`src/rtl/q3_muldiv_pkg.sv`:
```
// ============================================================================
// q3_muldiv_pkg : shared cpu types for the Q3 RV32M multiply/divide unit
// Rev 1.0
// ============================================================================
`default_nettype none

package q3_muldiv_pkg;

    localparam int XLEN        = 32;
    localparam int MULDIV_ITER = 32;

    typedef enum logic [2:0] {
        OP_MUL    = 3'b000,
        OP_MULH   = 3'b001,
        OP_MULHSU = 3'b010,
        OP_MULHU  = 3'b011,
        OP_DIV    = 3'b100,
        OP_DIVU   = 3'b101,
        OP_REM    = 3'b110,
        OP_REMU   = 3'b111
    } muldiv_op_t;

    typedef enum logic [1:0] {
        ST_IDLE = 2'd0,
        ST_RUN  = 2'd1,
        ST_DONE = 2'd2
    } muldiv_state_t;

    typedef struct packed {
        logic       valid;
        logic       stall;
        logic       flush;
        logic [4:0] rd;
    } pipe_ctrl_t;

    // Conditional two's-complement negate; doubles as abs() when en = sign bit.
    function automatic logic [31:0] f_cneg32(input logic [31:0] v, input logic en);
        return en ? (~v + 32'd1) : v;
    endfunction

    function automatic logic [63:0] f_cneg64(input logic [63:0] v, input logic en);
        return en ? (~v + 64'd1) : v;
    endfunction

endpackage

`default_nettype wire

```
`src/rtl/q3_muldiv.sv`:
```
// ============================================================================
// q3_muldiv : iterative RV32M unit, radix-2 shift-add multiply and restoring
//             divide, 34-cycle latency with early exit for div special cases
// Rev 1.0
// ============================================================================
`default_nettype none

module q3_muldiv
    import q3_muldiv_pkg::*;
(
    input  logic            i_clk,
    input  logic            i_rst_n,
    input  logic            i_start,
    input  logic [2:0]      i_funct3,
    input  logic [XLEN-1:0] i_rs1_data,
    input  logic [XLEN-1:0] i_rs2_data,
    input  logic [4:0]      i_rd_port,
    input  logic            i_flush,
    output logic            o_busy,
    output logic            o_valid,
    output logic [XLEN-1:0] o_result,
    output logic [4:0]      o_rd_port
);

    muldiv_state_t r_state;
    muldiv_op_t    r_op;
    logic          r_busy;
    logic          r_valid;
    logic          r_neg;
    logic [5:0]    r_cnt;
    logic [63:0]   r_acc;     // mul: {partial hi, multiplier}; div: low word is quotient/dividend shift
    logic [31:0]   r_rem;
    logic [31:0]   r_opb;     // multiplicand or divisor magnitude
    logic [31:0]   r_result;
    logic [4:0]    r_rd;
    logic [4:0]    r_rd_out;

    muldiv_op_t    w_op;
    logic          w_rs1_signed;
    logic          w_rs2_signed;
    logic [31:0]   w_a;
    logic [31:0]   w_b;
    logic          w_neg;
    logic          w_div0;
    logic          w_ovf;
    logic [31:0]   w_early_res;
    logic [32:0]   w_mul_sum;
    logic [32:0]   w_div_shift;
    logic [32:0]   w_div_trial;
    logic          w_div_ge;
    logic [63:0]   w_prod;
    logic [31:0]   w_quo;
    logic [31:0]   w_remf;
    logic [31:0]   w_final;

    // Operand decode at accept time
    always_comb begin
        w_op         = muldiv_op_t'(i_funct3);
        w_rs1_signed = (w_op == OP_MULH) || (w_op == OP_MULHSU) ||
                       (w_op == OP_DIV)  || (w_op == OP_REM);
        w_rs2_signed = (w_op == OP_MULH) || (w_op == OP_DIV) || (w_op == OP_REM);
        w_a          = f_cneg32(i_rs1_data, w_rs1_signed & i_rs1_data[31]);
        w_b          = f_cneg32(i_rs2_data, w_rs2_signed & i_rs2_data[31]);
        case (w_op)
            OP_MULH, OP_DIV: w_neg = i_rs1_data[31] ^ i_rs2_data[31];
            OP_MULHSU, OP_REM: w_neg = i_rs1_data[31];
            default:         w_neg = 1'b0;
        endcase
        w_div0 = i_funct3[2] && (i_rs2_data == 32'd0);
        w_ovf  = ((w_op == OP_DIV) || (w_op == OP_REM)) &&
                 (i_rs1_data == 32'h8000_0000) && (i_rs2_data == 32'hFFFF_FFFF);
        if (w_div0)
            w_early_res = i_funct3[1] ? i_rs1_data : 32'hFFFF_FFFF;
        else
            w_early_res = i_funct3[1] ? 32'd0 : 32'h8000_0000;
    end

    // One iteration step of each datapath
    always_comb begin
        w_mul_sum   = {1'b0, r_acc[63:32]} + (r_acc[0] ? {1'b0, r_opb} : 33'd0);
        w_div_shift = {r_rem, r_acc[31]};
        w_div_trial = w_div_shift - {1'b0, r_opb};
        w_div_ge    = ~w_div_trial[32];
    end

    // Sign fix and result select for the final edge
    always_comb begin
        w_prod  = f_cneg64(r_acc, r_neg);
        w_quo   = f_cneg32(r_acc[31:0], r_neg);
        w_remf  = f_cneg32(r_rem, r_neg);
        case (r_op)
            OP_MUL:                      w_final = w_prod[31:0];
            OP_MULH, OP_MULHSU, OP_MULHU: w_final = w_prod[63:32];
            OP_DIV, OP_DIVU:             w_final = w_quo;
            default:                     w_final = w_remf;
        endcase
    end

    always_ff @(posedge i_clk or negedge i_rst_n) begin
        if (!i_rst_n) begin
            r_state  <= ST_IDLE;
            r_busy   <= 1'b0;
            r_valid  <= 1'b0;
            r_op     <= OP_MUL;
            r_neg    <= 1'b0;
            r_cnt    <= '0;
            r_acc    <= '0;
            r_rem    <= '0;
            r_opb    <= '0;
            r_result <= '0;
            r_rd     <= '0;
            r_rd_out <= '0;
        end else if (i_flush) begin
            r_state <= ST_IDLE;
            r_busy  <= 1'b0;
            r_valid <= 1'b0;
        end else begin
            case (r_state)
                ST_IDLE: begin
                    if (i_start) begin
                        r_op  <= w_op;
                        r_neg <= w_neg;
                        r_rd  <= i_rd_port;
                        r_cnt <= '0;
                        r_rem <= '0;
                        if (i_funct3[2]) begin
                            r_acc <= {32'd0, w_a};
                            r_opb <= w_b;
                        end else begin
                            r_acc <= {32'd0, w_b};
                            r_opb <= w_a;
                        end
                        r_busy <= 1'b1;
                        if (w_div0 || w_ovf) begin
                            r_result <= w_early_res;
                            r_rd_out <= i_rd_port;
                            r_valid  <= 1'b1;
                            r_state  <= ST_DONE;
                        end else begin
                            r_state  <= ST_RUN;
                        end
                    end
                end
                ST_RUN: begin
                    if (r_cnt == 6'(MULDIV_ITER)) begin
                        r_result <= w_final;
                        r_rd_out <= r_rd;
                        r_valid  <= 1'b1;
                        r_state  <= ST_DONE;
                    end else begin
                        r_cnt <= r_cnt + 6'd1;
                        if (r_op[2]) begin
                            r_rem <= w_div_ge ? w_div_trial[31:0] : w_div_shift[31:0];
                            r_acc <= {r_acc[63:32], r_acc[30:0], w_div_ge};
                        end else begin
                            r_acc <= {w_mul_sum, r_acc[31:1]};
                        end
                    end
                end
                ST_DONE: begin
                    r_state <= ST_IDLE;
                    r_busy  <= 1'b0;
                    r_valid <= 1'b0;
                end
                default: begin
                    r_state <= ST_IDLE;
                    r_busy  <= 1'b0;
                    r_valid <= 1'b0;
                end
            endcase
        end
    end

    assign o_busy    = r_busy;
    assign o_valid   = r_valid;
    assign o_result  = r_result;
    assign o_rd_port = r_rd_out;

endmodule

`default_nettype wire

```
`config.mk`:
```
export PLATFORM = sky130hd
export DESIGN_NAME = q3_muldiv
export DESIGN_NICKNAME = d
export VERILOG_FILES = /design/src/rtl/q3_muldiv_pkg.sv /design/src/rtl/q3_muldiv.sv
export SDC_FILE = /design/constraint.sdc
export NUM_CORES = 1
export LEC_CHECK = 0
export BUFFER_PORTS_ARGS = -buffer_cell sky130_fd_sc_hd__buf_2
export CAP_MARGIN = 20
export CORE_ASPECT_RATIO = 0.7
export CORE_MARGIN = 2
export CORE_UTILIZATION = 35
export DETAILED_ROUTE_END_ITERATION = 16
export HOLD_SLACK_MARGIN = 0.06
export PLACE_DENSITY_LB_ADDON = 0.25
export SLEW_MARGIN = 20
export SYNTH_ARGS = -nofsm -noshare
export SYNTH_HDL_FRONTEND = slang
export SYNTH_SLANG_ARGS = --single-unit
```
`constraint.sdc`:
```
create_clock -name i_clk -period 3.5 [get_ports i_clk]
set_clock_uncertainty 0.05 [all_clocks]
set_input_delay 0.35 -clock i_clk [delete_from_list [all_inputs] [get_ports i_clk]]
set_output_delay 0.35 -clock i_clk [all_outputs]
set_load 0.02 [all_outputs]
```
# After elaboration in Yosys (flattened, before gate mapping)
# Cells that the tools add are included.
[totals] in_bits=76 ff_bits=184 word_cells=126
[classes] reduce_logical=26 bitwise=10 n_mux=46 eq_ne=23 add_sub_neg=8
[ops] op="32-bit two-way mux" count=17
[ops] op="64-bit two-way mux" count=4
[ops] op="32-bit by 1-bit adder with 32-bit output (second input constant)" count=4
[ops] op="32-bit NOT" count=4
[ops] op="32-bit case mux with 2 select lines" count=2
[ops] op="64-bit case mux with 2 select lines" count=1
[ops] op="32-bit case mux with 3 select lines" count=1
[ops] op="64-bit by 1-bit adder with 64-bit output (second input constant)" count=1
[ops] op="32-bit == test (second input constant)" count=2
[ops] op="64-bit NOT" count=1
[ops] op="32-bit by 32-bit adder with 33-bit output" count=1
[ops] op="33-bit by 32-bit subtractor with 33-bit output" count=1
[ops] op="32-bit logical NOT" count=1
[ops] op="5-bit two-way mux" count=3
[ops] op="5-bit AND reduction" count=3
[ops] op="2-bit inequality test (second input constant)" count=7
[ops] op="3-bit == test (second input constant)" count=4
[ops] op="6-bit two-way mux" count=2
[ops] op="6-bit case mux with 2 select lines" count=1
[ops] op="5-bit case mux with 2 select lines" count=1
[ops] op="3-bit by 2-bit == test with 1-bit output (second input constant)" count=3
[ops] op="3-bit inequality test (second input constant)" count=3
[ops] op="2-bit two-way mux" count=4
[ops] op="1-bit logical OR" count=7
[ops] op="other kinds (19)" count=35

# Logic depth before layout (Yosys ltp)
# Gate-level depths: netlist (run 1).
[depth] word_depth=9 depth_mapped=15

# Least setup slack after synthesis (run 1)
# Ideal clock, no wire load.
[synth_path] path_kind="reg2reg" from="register r_acc[0]" to="register r_acc[62]" path_stages_with_launch=15 arrival_time_ps=3437 period_less_slack_ps=3608 slack_ps=-108 path_cell_list="dfrtp_1 -> clkbuf_1 -> inv_1 -> clkbuf_1 -> nor2_1 -> ha_1 -> o21ai_0 -> o211ai_1 -> a31oi_1 -> o21a_1 -> o41ai_1 -> a2111oi_0 -> o41ai_1 -> xor2_1 -> a22o_1"
[synth_via] elab_chain_cells=5
[synth_lines] item="start: declaration" line="q3_muldiv.sv:31" rtl="logic [63:0] r_acc;"
[synth_lines] item="start signal: assignment" line="q3_muldiv.sv:127" rtl="r_acc <= {32'd0, w_a};"
[synth_lines] item="start signal: assignment" line="q3_muldiv.sv:130" rtl="r_acc <= {32'd0, w_b};"
[synth_lines] item="start signal: assignment" line="q3_muldiv.sv:154" rtl="r_acc <= {r_acc[63:32], r_acc[30:0], w_div_ge};"
[synth_lines] item="32-bit two-way mux" line="q3_muldiv.sv:80" rtl="w_mul_sum = {1'b0, r_acc[63:32]} + (r_acc[0] ? {1'b0, r_opb} : 33'd0);"
[synth_lines] item="32-bit by 32-bit adder with 33-bit output" line="q3_muldiv.sv:80"
[synth_lines] item="64-bit two-way mux" line="q3_muldiv.sv:152" rtl="if (r_op[2]) begin"
[synth_lines] item="64-bit two-way mux" line="q3_muldiv.sv:145" rtl="if (r_cnt == 6'(MULDIV_ITER)) begin"
[synth_lines] item="64-bit case mux with 2 select lines" line="q3_muldiv.sv:118" rtl="case (r_state)"
# No other way between the ends. The select of a mux whose other input is x is not followed.
# A chain may end at the register's enable or synchronous reset.

# Final worst setup path (run 1)
[layout_path] from="register r_acc[33]" to="register r_result[28] (netlist: o_result[28])"
[layout_via] elab_chain_cells=6
[layout_lines] item="64-bit NOT" line="q3_muldiv_pkg.sv:42" rtl="return en ? (~v + 64'd1) : v;"
[layout_lines] item="64-bit by 1-bit adder with 64-bit output" line="q3_muldiv_pkg.sv:42"
[layout_lines] item="64-bit two-way mux" line="q3_muldiv_pkg.sv:42"
[layout_lines] item="32-bit case mux with 3 select lines" line="q3_muldiv.sv:91" rtl="case (r_op)"
[layout_lines] item="32-bit two-way mux" line="q3_muldiv.sv:145"
[layout_lines] item="32-bit case mux with 2 select lines" line="q3_muldiv.sv:118"
[layout_lines] item="end signal: assignment" line="q3_muldiv.sv:135" rtl="r_result <= w_early_res;"
[layout_lines] item="end signal: assignment" line="q3_muldiv.sv:146" rtl="r_result <= w_final;"
[layout_lines] item="end: declaration" line="q3_muldiv.sv:34" rtl="logic [31:0] r_result;"
# No other way between the ends. The select of a mux whose other input is x is not followed.

==> run_summary.xml, run 1 <==
<?xml version="1.0" encoding="UTF-8"?>
<metrics>
  <group name="routing">
    <metric name="routed_via_density" unit="">5.94</metric>
    <metric name="antenna_violating_nets_post_route" unit="">0</metric>
    <metric name="total_detailed_routing_wirelength" unit="µm">66900</metric>
    <metric name="wl_met1" unit="µm">32700</metric>
    <metric name="drc" unit="">0</metric>
    <metric name="detailedRoute.firstIterationViolations" unit="">2357</metric>
    <metric name="top_layer_used" unit="">met5</metric>
    <metric name="mean_routed_wirelength_per_cell" unit="µm">22.9</metric>
    <metric name="detailroute.wirelength.met3" unit="µm">6660</metric>
    <metric name="wl_met2" unit="µm">26600</metric>
    <metric name="routed-via-count" unit="">17400</metric>
    <metric name="drtPass1Iterations" unit="">8</metric>
  </group>
  <group name="sta">
    <metric name="whs" unit="ns">0.166</metric>
    <metric name="totalNegativeSetupSlack" unit="ns">-0.0521</metric>
    <metric name="maxSlewViolCount" unit="">0</metric>
    <metric name="period_share" unit="">1.01</metric>
    <metric name="timing.fmax" unit="MHz">283</metric>
    <metric name="setup_violations" unit="">2</metric>
    <metric name="layout_setup_ws" unit="ns">-0.0287</metric>
    <metric name="timing.final.crit_period" unit="ns">3.53</metric>
    <metric name="finalHoldViolations" unit="">0</metric>
    <metric name="worst_slew_pin_slew" unit="ns">1.04</metric>
    <metric name="maxSlewHeadroom" unit="">0.303</metric>
    <metric name="rsz0062_at_grt" unit="">true</metric>
  </group>
  <group name="clock_tree">
    <metric name="cts_num_sinks" unit="">184</metric>
    <metric name="h_tree_lvls" unit="">4</metric>
    <metric name="clock_path_buffers" unit="">2</metric>
    <metric name="cts-root-buf" unit="">sky130_fd_sc_hd__clkbuf_16</metric>
    <metric name="worst_skew_pair.late_latency" unit="ns">0.47</metric>
    <metric name="clock_slew_at_reported_path_ffs" unit="ns">0.08</metric>
    <metric name="tritoncts_clock_tree" unit="">yes</metric>
    <metric name="num_cts_buffers" unit="">17</metric>
  </group>
  <group name="final_layout">
    <metric name="final_nets" unit="">2450</metric>
    <metric name="area_delta_synth_final" unit="%">19.7</metric>
    <metric name="final_core_utilization" unit="">0.422</metric>
    <metric name="post_route_cells_drive_above_1_share" unit="">0.177</metric>
    <metric name="instances_no_fill" unit="">2926</metric>
  </group>
  <group name="floorplan">
    <metric name="die_width" unit="µm">262</metric>
    <metric name="fp.dieArea" unit="µm²">48400</metric>
    <metric name="core-area" unit="µm²">46200</metric>
    <metric name="start_util" unit="">0.353</metric>
    <metric name="row_count" unit="">66</metric>
    <metric name="die_y" unit="µm">185</metric>
    <metric name="design.portCount" unit="">115</metric>
  </group>
  <group name="placement">
    <metric name="routabilityCongestion" unit="">1.00</metric>
    <metric name="post-place-cells" unit="">2880</metric>
    <metric name="dp.final_hpwl" unit="µm">52100</metric>
    <metric name="port-buffer-count" unit="">114</metric>
  </group>
  <group name="power">
    <metric name="power.density_cell_area" unit="nW/µm²">458</metric>
    <metric name="p_leak" unit="nW">8.87</metric>
    <metric name="total_power" unit="mW">8.95</metric>
    <metric name="power.ir.vdd_worst" unit="µV">265</metric>
  </group>
  <group name="logic_synthesis">
    <metric name="syn_avg_cell_area" unit="µm²">7.80</metric>
    <metric name="synth_common_cells" unit="">242 x sky130_fd_sc_hd__nand2_1, 237 x sky130_fd_sc_hd__o21ai_0, 184 x sky130_fd_sc_hd__dfrtp_1</metric>
    <metric name="synth_top_area_frac" unit="">0.282</metric>
    <metric name="ys_dominant_reg_cell" unit="">sky130_fd_sc_hd__dfrtp_1</metric>
    <metric name="synthMostInstantiatedCell" unit="">sky130_fd_sc_hd__nand2_1</metric>
    <metric name="synthArstFlopShare" unit="">1.00</metric>
    <metric name="yosysSeqAreaShare" unit="">0.282</metric>
    <metric name="synth-seq-cells" unit="">184</metric>
    <metric name="mappedNetlistArea" unit="µm²">16300</metric>
    <metric name="mappedNetlistNets" unit="">2240</metric>
    <metric name="ys_warn_count" unit="">0</metric>
    <metric name="synth_cells" unit="">2091</metric>
    <metric name="synthDistinctLibCells" unit="">83</metric>
    <metric name="post-synth-top-area-cell" unit="">sky130_fd_sc_hd__dfrtp_1</metric>
    <metric name="post_synth_main_area_contributors" unit="">sky130_fd_sc_hd__dfrtp_1 28%, sky130_fd_sc_hd__o21ai_0 7.3%, sky130_fd_sc_hd__nand2_1 5.6%, sky130_fd_sc_hd__ha_1 5.4%, sky130_fd_sc_hd__xor2_1 5.3%</metric>
    <metric name="synth_enable_flop_cells" unit="">0</metric>
  </group>
  <group name="setup_path">
    <metric name="cp.arrival" unit="ns">3.88</metric>
    <metric name="worstSetupEndpointType" unit="">register</metric>
    <metric name="critical_path.max_stage_delay" unit="ns">0.56</metric>
    <metric name="worst_path_most_repeated_cell" unit="">sky130_fd_sc_hd__or3_4</metric>
    <metric name="crit_required" unit="ns">3.86</metric>
    <metric name="critical_path.slowest_cell" unit="">sky130_fd_sc_hd__or4b_4</metric>
    <metric name="start_kind" unit="">register</metric>
    <metric name="timing_worst_setup_path_type" unit="">register to register</metric>
    <metric name="critical_path_peak_fanout" unit="">6</metric>
    <metric name="crit_chain" unit="">or4_4 &gt; or2_4 &gt; or3_4 &gt; or3_4 &gt; or4b_4 &gt; o41ai_4 &gt; xnor2_2 &gt; o2111ai_2 &gt; nand3_2</metric>
  </group>
  <group name="outcome">
    <metric name="run_status" unit="">complete, but fails checks</metric>
    <metric name="violations" unit="">setup timing</metric>
  </group>
  <group name="grt">
    <metric name="overall_overflow_remaining_after_global_route" unit="">0</metric>
    <metric name="grt_antenna_before_repair" unit="">2</metric>
    <metric name="grt_util_all_layers" unit="">0.267</metric>
    <metric name="first_global_vias" unit="">15400</metric>
    <metric name="grt_start_max_net_pins" unit="">78</metric>
    <metric name="wire_length_of_the_first_global_routing_pass" unit="µm">97200</metric>
  </group>
  <group name="run">
    <metric name="cap_violations" unit="">0</metric>
  </group>
  <group name="worst_hold_path">
    <metric name="holdCritPathClass" unit="">input pin to register</metric>
  </group>
</metrics>
power breakdown:
group          internal, mW  switching, mW  total [mW]
sequential             2.47          0.356        2.83
combinational          1.54           2.53        4.07
clock                  1.06          0.998        2.06
layer usage:
layer | vias up | track usage
li1 | 7989 | -
met1 | 8526 | 0.423
met2 | 788 | 0.360
met3 | 68 | 0.0626
met4 | 2 | 0.0513
met5 | - | 0
sequential cells by signal (all words and copies together), names as in the netlist:
name       count
r_acc         64
o_result      32
r_opb         32
r_rem         32
r_cnt          6
o_rd_port      5
r_rd           5
r_op           3
r_state        2
o_busy         1
o_valid        1
r_neg          1
cells by family after synthesis:
logic type               share of synthesized area
adder cells (fa/ha/maj)                     0.0569
multiplexers                                0.0546
AO/OA/AOI/OAI                                0.261
XOR/XNOR                                     0.104
flip-flops                                   0.282
buffers and inverters                       0.0487
AND/OR/NAND/NOR                              0.192
worst max-delay path, delay by kind of cell (launching register included):
family | cells | cell delay [ns]
AND/OR/NAND/NOR | 6 | 2.36
XOR/XNOR | 1 | 0.17
AO/OA/AOI/OAI | 2 | 0.47
flip-flops | 1 | 0.43
per-stage QoR:
step / setup slack [ns] / instance area, µm²
floorplan: 0.0802 / 16300
global placement: -0.0445 / 18700
detailed placement: -0.0513 / 18700
CTS: -0.0169 / 19300
global route: -0.0853 / 19500
finish: -0.0287 / 19500
cell type report:
class | count | area [µm²]
inverter | 79 | 297
tap | 612 | 766
multi-input combinational | 1702 | 11100
timing repair buffer | 317 | 2230
fill | 4700 | 26700
antenna | 1 | 2.50
sequential | 184 | 4610
clock buffer | 18 | 429
clock inverter | 13 | 151
final timing paths:
kind                                start  slack (ns)           end  depth (start not counted)
worst min-delay path              i_flush        0.17       o_valid                          3
worst max register to register  r_acc[33]       -0.03  o_result[28]                          9
worst max-delay path            r_acc[33]       -0.03  o_result[28]                          9
min in group asynchronous         i_rst_n        0.39   o_result[9]                          2
worst min register to register    r_rd[3]        0.43       r_rd[3]                          2
max in group asynchronous         i_rst_n        2.02     r_opb[17]                          3
what timing repair did:
action | 4_1_cts | 5_1_grt
gates resized for setup | 7 | 44
endpoints found under the hold margin | 79 | 0
hold buffers | 6 | 0
buffers inserted | 0 | 4
endpoints found under the setup margin | 26 | 51
pin swaps | 0 | 11
cloned | 0 | 4
cell usage in the layout, fill, tap and decap left out, types with 13 or more instances in the layout:
cell and instances:
sky130_fd_sc_hd__nand2_1 240, sky130_fd_sc_hd__o21ai_0 214, sky130_fd_sc_hd__buf_4 188, sky130_fd_sc_hd__dfrtp_1 182
sky130_fd_sc_hd__nor2_1 178, sky130_fd_sc_hd__a21oi_1 159, sky130_fd_sc_hd__buf_2 113, sky130_fd_sc_hd__xor2_1 99
sky130_fd_sc_hd__xnor2_1 94, sky130_fd_sc_hd__mux2i_1 80, sky130_fd_sc_hd__inv_1 79, sky130_fd_sc_hd__ha_1 70
sky130_fd_sc_hd__o21ai_1 48, sky130_fd_sc_hd__nor3_1 42, sky130_fd_sc_hd__nand3_1 38, sky130_fd_sc_hd__a21o_1 35
sky130_fd_sc_hd__o31ai_1 33, sky130_fd_sc_hd__or3_1 28, sky130_fd_sc_hd__nand4_1 25, sky130_fd_sc_hd__or4_1 24
sky130_fd_sc_hd__o41ai_1 20, sky130_fd_sc_hd__clkbuf_16 20, sky130_fd_sc_hd__o221ai_1 16, sky130_fd_sc_hd__o211ai_1 16
sky130_fd_sc_hd__nor4_1 13
Power figures use the tool's default switching activity.
==> inputs of run 2 (changes only) <==
- PLACE_DENSITY: not set -> 0.56
- PLACE_DENSITY_LB_ADDON: 0.25 -> not set
==> run_summary.xml, run 2 (same netlist as run 1, synthesis figures left out) <==
<?xml version="1.0" encoding="UTF-8"?>
<metrics>
  <group name="clock_tree">
    <metric name="tritoncts_clock_tree" unit="">yes</metric>
    <metric name="h_tree_lvls" unit="">4</metric>
    <metric name="num_cts_buffers" unit="">17</metric>
    <metric name="clock_slew_at_reported_path_ffs" unit="ns">0.08</metric>
    <metric name="worst_skew_pair.late_latency" unit="ns">0.47</metric>
    <metric name="cts_num_sinks" unit="">184</metric>
    <metric name="cts-root-buf" unit="">sky130_fd_sc_hd__clkbuf_16</metric>
    <metric name="clock_path_buffers" unit="">2</metric>
  </group>
  <group name="routing">
    <metric name="mean_routed_wirelength_per_cell" unit="µm">22.6</metric>
    <metric name="total_detailed_routing_wirelength" unit="µm">66500</metric>
    <metric name="routed_via_density" unit="">5.88</metric>
    <metric name="detailedRoute.firstIterationViolations" unit="">2157</metric>
    <metric name="antenna_violating_nets_post_route" unit="">0</metric>
    <metric name="drtPass1Iterations" unit="">6</metric>
    <metric name="drc" unit="">0</metric>
    <metric name="routed-via-count" unit="">17300</metric>
  </group>
  <group name="setup_path">
    <metric name="regToRegSetupSlack" unit="ns">-0.02</metric>
    <metric name="start_kind" unit="">register</metric>
    <metric name="timing_worst_setup_path_type" unit="">register to register</metric>
    <metric name="crit_required" unit="ns">3.78</metric>
    <metric name="cp.arrival" unit="ns">3.80</metric>
    <metric name="critical_path_peak_fanout" unit="">5</metric>
    <metric name="worstSetupEndpointType" unit="">register</metric>
  </group>
  <group name="placement">
    <metric name="dp.final_hpwl" unit="µm">51200</metric>
    <metric name="routabilityCongestion" unit="">0.957</metric>
    <metric name="port-buffer-count" unit="">114</metric>
  </group>
  <group name="final_layout">
    <metric name="max_reg_flops" unit="">64</metric>
    <metric name="leading_cell_type_in_the_layout_fill_and_taps_excluded" unit="">sky130_fd_sc_hd__nand2_1</metric>
    <metric name="fillers" unit="">4646</metric>
    <metric name="layout_common_cells" unit="">241 x sky130_fd_sc_hd__nand2_1, 214 x sky130_fd_sc_hd__o21ai_0, 190 x sky130_fd_sc_hd__buf_4</metric>
    <metric name="antenna-diode-count" unit="">0</metric>
    <metric name="registers.top_by_ff_count" unit="">r_acc</metric>
    <metric name="post_route_cells_drive_above_1_share" unit="">0.186</metric>
    <metric name="area_delta_synth_final" unit="%">21.4</metric>
    <metric name="final_core_utilization" unit="">0.428</metric>
    <metric name="regArea" unit="µm²">4610</metric>
    <metric name="multi_input_comb_area" unit="µm²">11100</metric>
    <metric name="final_nets" unit="">2462</metric>
  </group>
  <group name="sta">
    <metric name="timing.final.crit_period" unit="ns">3.52</metric>
    <metric name="maxSlewViolCount" unit="">0</metric>
    <metric name="finalHoldViolations" unit="">0</metric>
    <metric name="maxSlewHeadroom" unit="">0.292</metric>
    <metric name="period_share" unit="">1.01</metric>
    <metric name="rsz0062_at_grt" unit="">true</metric>
    <metric name="timing.fmax" unit="MHz">284</metric>
    <metric name="layout_setup_ws" unit="ns">-0.0233</metric>
    <metric name="setup_violations" unit="">11</metric>
    <metric name="worst_slew_pin_slew" unit="ns">1.06</metric>
  </group>
  <group name="worst_hold_path">
    <metric name="holdCritPathClass" unit="">input pin to register</metric>
  </group>
  <group name="grt">
    <metric name="grt_antenna_before_repair" unit="">3</metric>
    <metric name="overall_overflow_remaining_after_global_route" unit="">0</metric>
    <metric name="grt_util_all_layers" unit="">0.266</metric>
    <metric name="first_global_vias" unit="">15400</metric>
    <metric name="grt_start_max_net_pins" unit="">92</metric>
    <metric name="wire_length_of_the_first_global_routing_pass" unit="µm">97000</metric>
  </group>
  <group name="run">
    <metric name="cap_violations" unit="">0</metric>
  </group>
  <group name="power">
    <metric name="power.density_cell_area" unit="nW/µm²">453</metric>
    <metric name="power.ir.vdd_worst" unit="µV">343</metric>
    <metric name="p_leak" unit="nW">8.99</metric>
    <metric name="total_power" unit="mW">8.97</metric>
  </group>
  <group name="floorplan">
    <metric name="core-area" unit="µm²">46200</metric>
    <metric name="fp.dieArea" unit="µm²">48400</metric>
    <metric name="design.portCount" unit="">115</metric>
    <metric name="start_util" unit="">0.353</metric>
    <metric name="die_y" unit="µm">185</metric>
    <metric name="die_width" unit="µm">262</metric>
    <metric name="row_count" unit="">66</metric>
  </group>
  <group name="outcome">
    <metric name="run_status" unit="">complete, but fails checks</metric>
    <metric name="violations" unit="">setup timing</metric>
  </group>
</metrics>
run 2: cell count changes in the layout (fill, tap and decap cells not counted), sizes merged:
cell	previous run	this run
inv	81	88
diode	1	0
clkinvlp	3	0
bufinv	2	0
buf	307	318
run 2: path summary, 6_finish.rpt:
kind                            from        end  cells past startpoint
setup / recovery           r_acc[31]  r_rem[22]                     14
hold / removal               i_flush    o_valid                      3
setup reg to reg           r_acc[31]  r_rem[22]                     14
hold reg to reg              r_rd[3]    r_rd[3]                      2
max in group asynchronous    i_rst_n  r_rem[24]                      3
min in group asynchronous    i_rst_n   r_acc[4]                      2
run 2: critical path, stage by stage, from the launching register on:
cell,delay [ns]
sky130_fd_sc_hd__dfrtp_1,0.38
sky130_fd_sc_hd__inv_1,0.06
sky130_fd_sc_hd__ha_2,0.20
sky130_fd_sc_hd__fa_2,0.22
sky130_fd_sc_hd__nor2b_2,0.05
sky130_fd_sc_hd__o31a_1,0.25
sky130_fd_sc_hd__o31a_1,0.27
sky130_fd_sc_hd__a22o_4,0.26
sky130_fd_sc_hd__a211o_4,0.37
sky130_fd_sc_hd__o2111a_1,0.29
sky130_fd_sc_hd__a311oi_4,0.32
sky130_fd_sc_hd__buf_6,0.21
sky130_fd_sc_hd__clkbuf_16,0.18
sky130_fd_sc_hd__mux2i_1,0.18
sky130_fd_sc_hd__o21ai_1,0.07
run 2: timing repair:
action | 4_1_cts | 5_1_grt
endpoints found under the hold margin | 93 | 0
buffers inserted | 0 | 10
cloned | 0 | 6
gates resized for setup | 7 | 68
endpoints found under the setup margin | 24 | 47
hold buffers | 6 | 0
pin swaps | 0 | 24
run 2: metal layers:
metal	track usage	up-vias	share of wire
li1	-	8053	-
met1	0.421	8437	0.49
met2	0.355	723	0.39
met3	0.0630	56	0.10
met5	0	-	0.00018
met4	0.0529	2	0.013
run 2: report_power, final:
part,total (mW),internal [mW],switching [mW]
sequential,2.81,2.47,0.340
clock,2.02,0.955,1.06
combinational,4.15,1.59,2.55
total,8.97,5.02,3.96
run 2: final cells by class:
cell class              count  share of cell area
clock inverters            15             0.00771
well taps                 612              0.0387
multi-input cells        1702               0.561
repair buffers            329               0.123
flip-flops and latches    184               0.233
clock buffers              17              0.0215
inverters                  79              0.0150
run 2: through the flow:
| step | worst slack, ns | std cells | hold WS, ns | area, µm² | setup TNS [ns] |
|---|---|---|---|---|---|
| 3_5_place_dp | -0.0431 | 2884 | 0.413 | 18800 | -0.355 |
| 4_1_cts | 0.00689 | 2922 | 0.143 | 19400 | 0 |
| 5_1_grt | -0.128 | 2938 | 0.184 | 19800 | -2.91 |
| 2_1_floorplan | 0.0802 | 2091 | 0.00441 | 16300 | 0 |
| 3_3_place_gp | -0.0448 | 2884 | 0.409 | 18800 | -0.0448 |
| 6_report | -0.0233 | 2938 | 0.169 | 19800 | -0.117 |
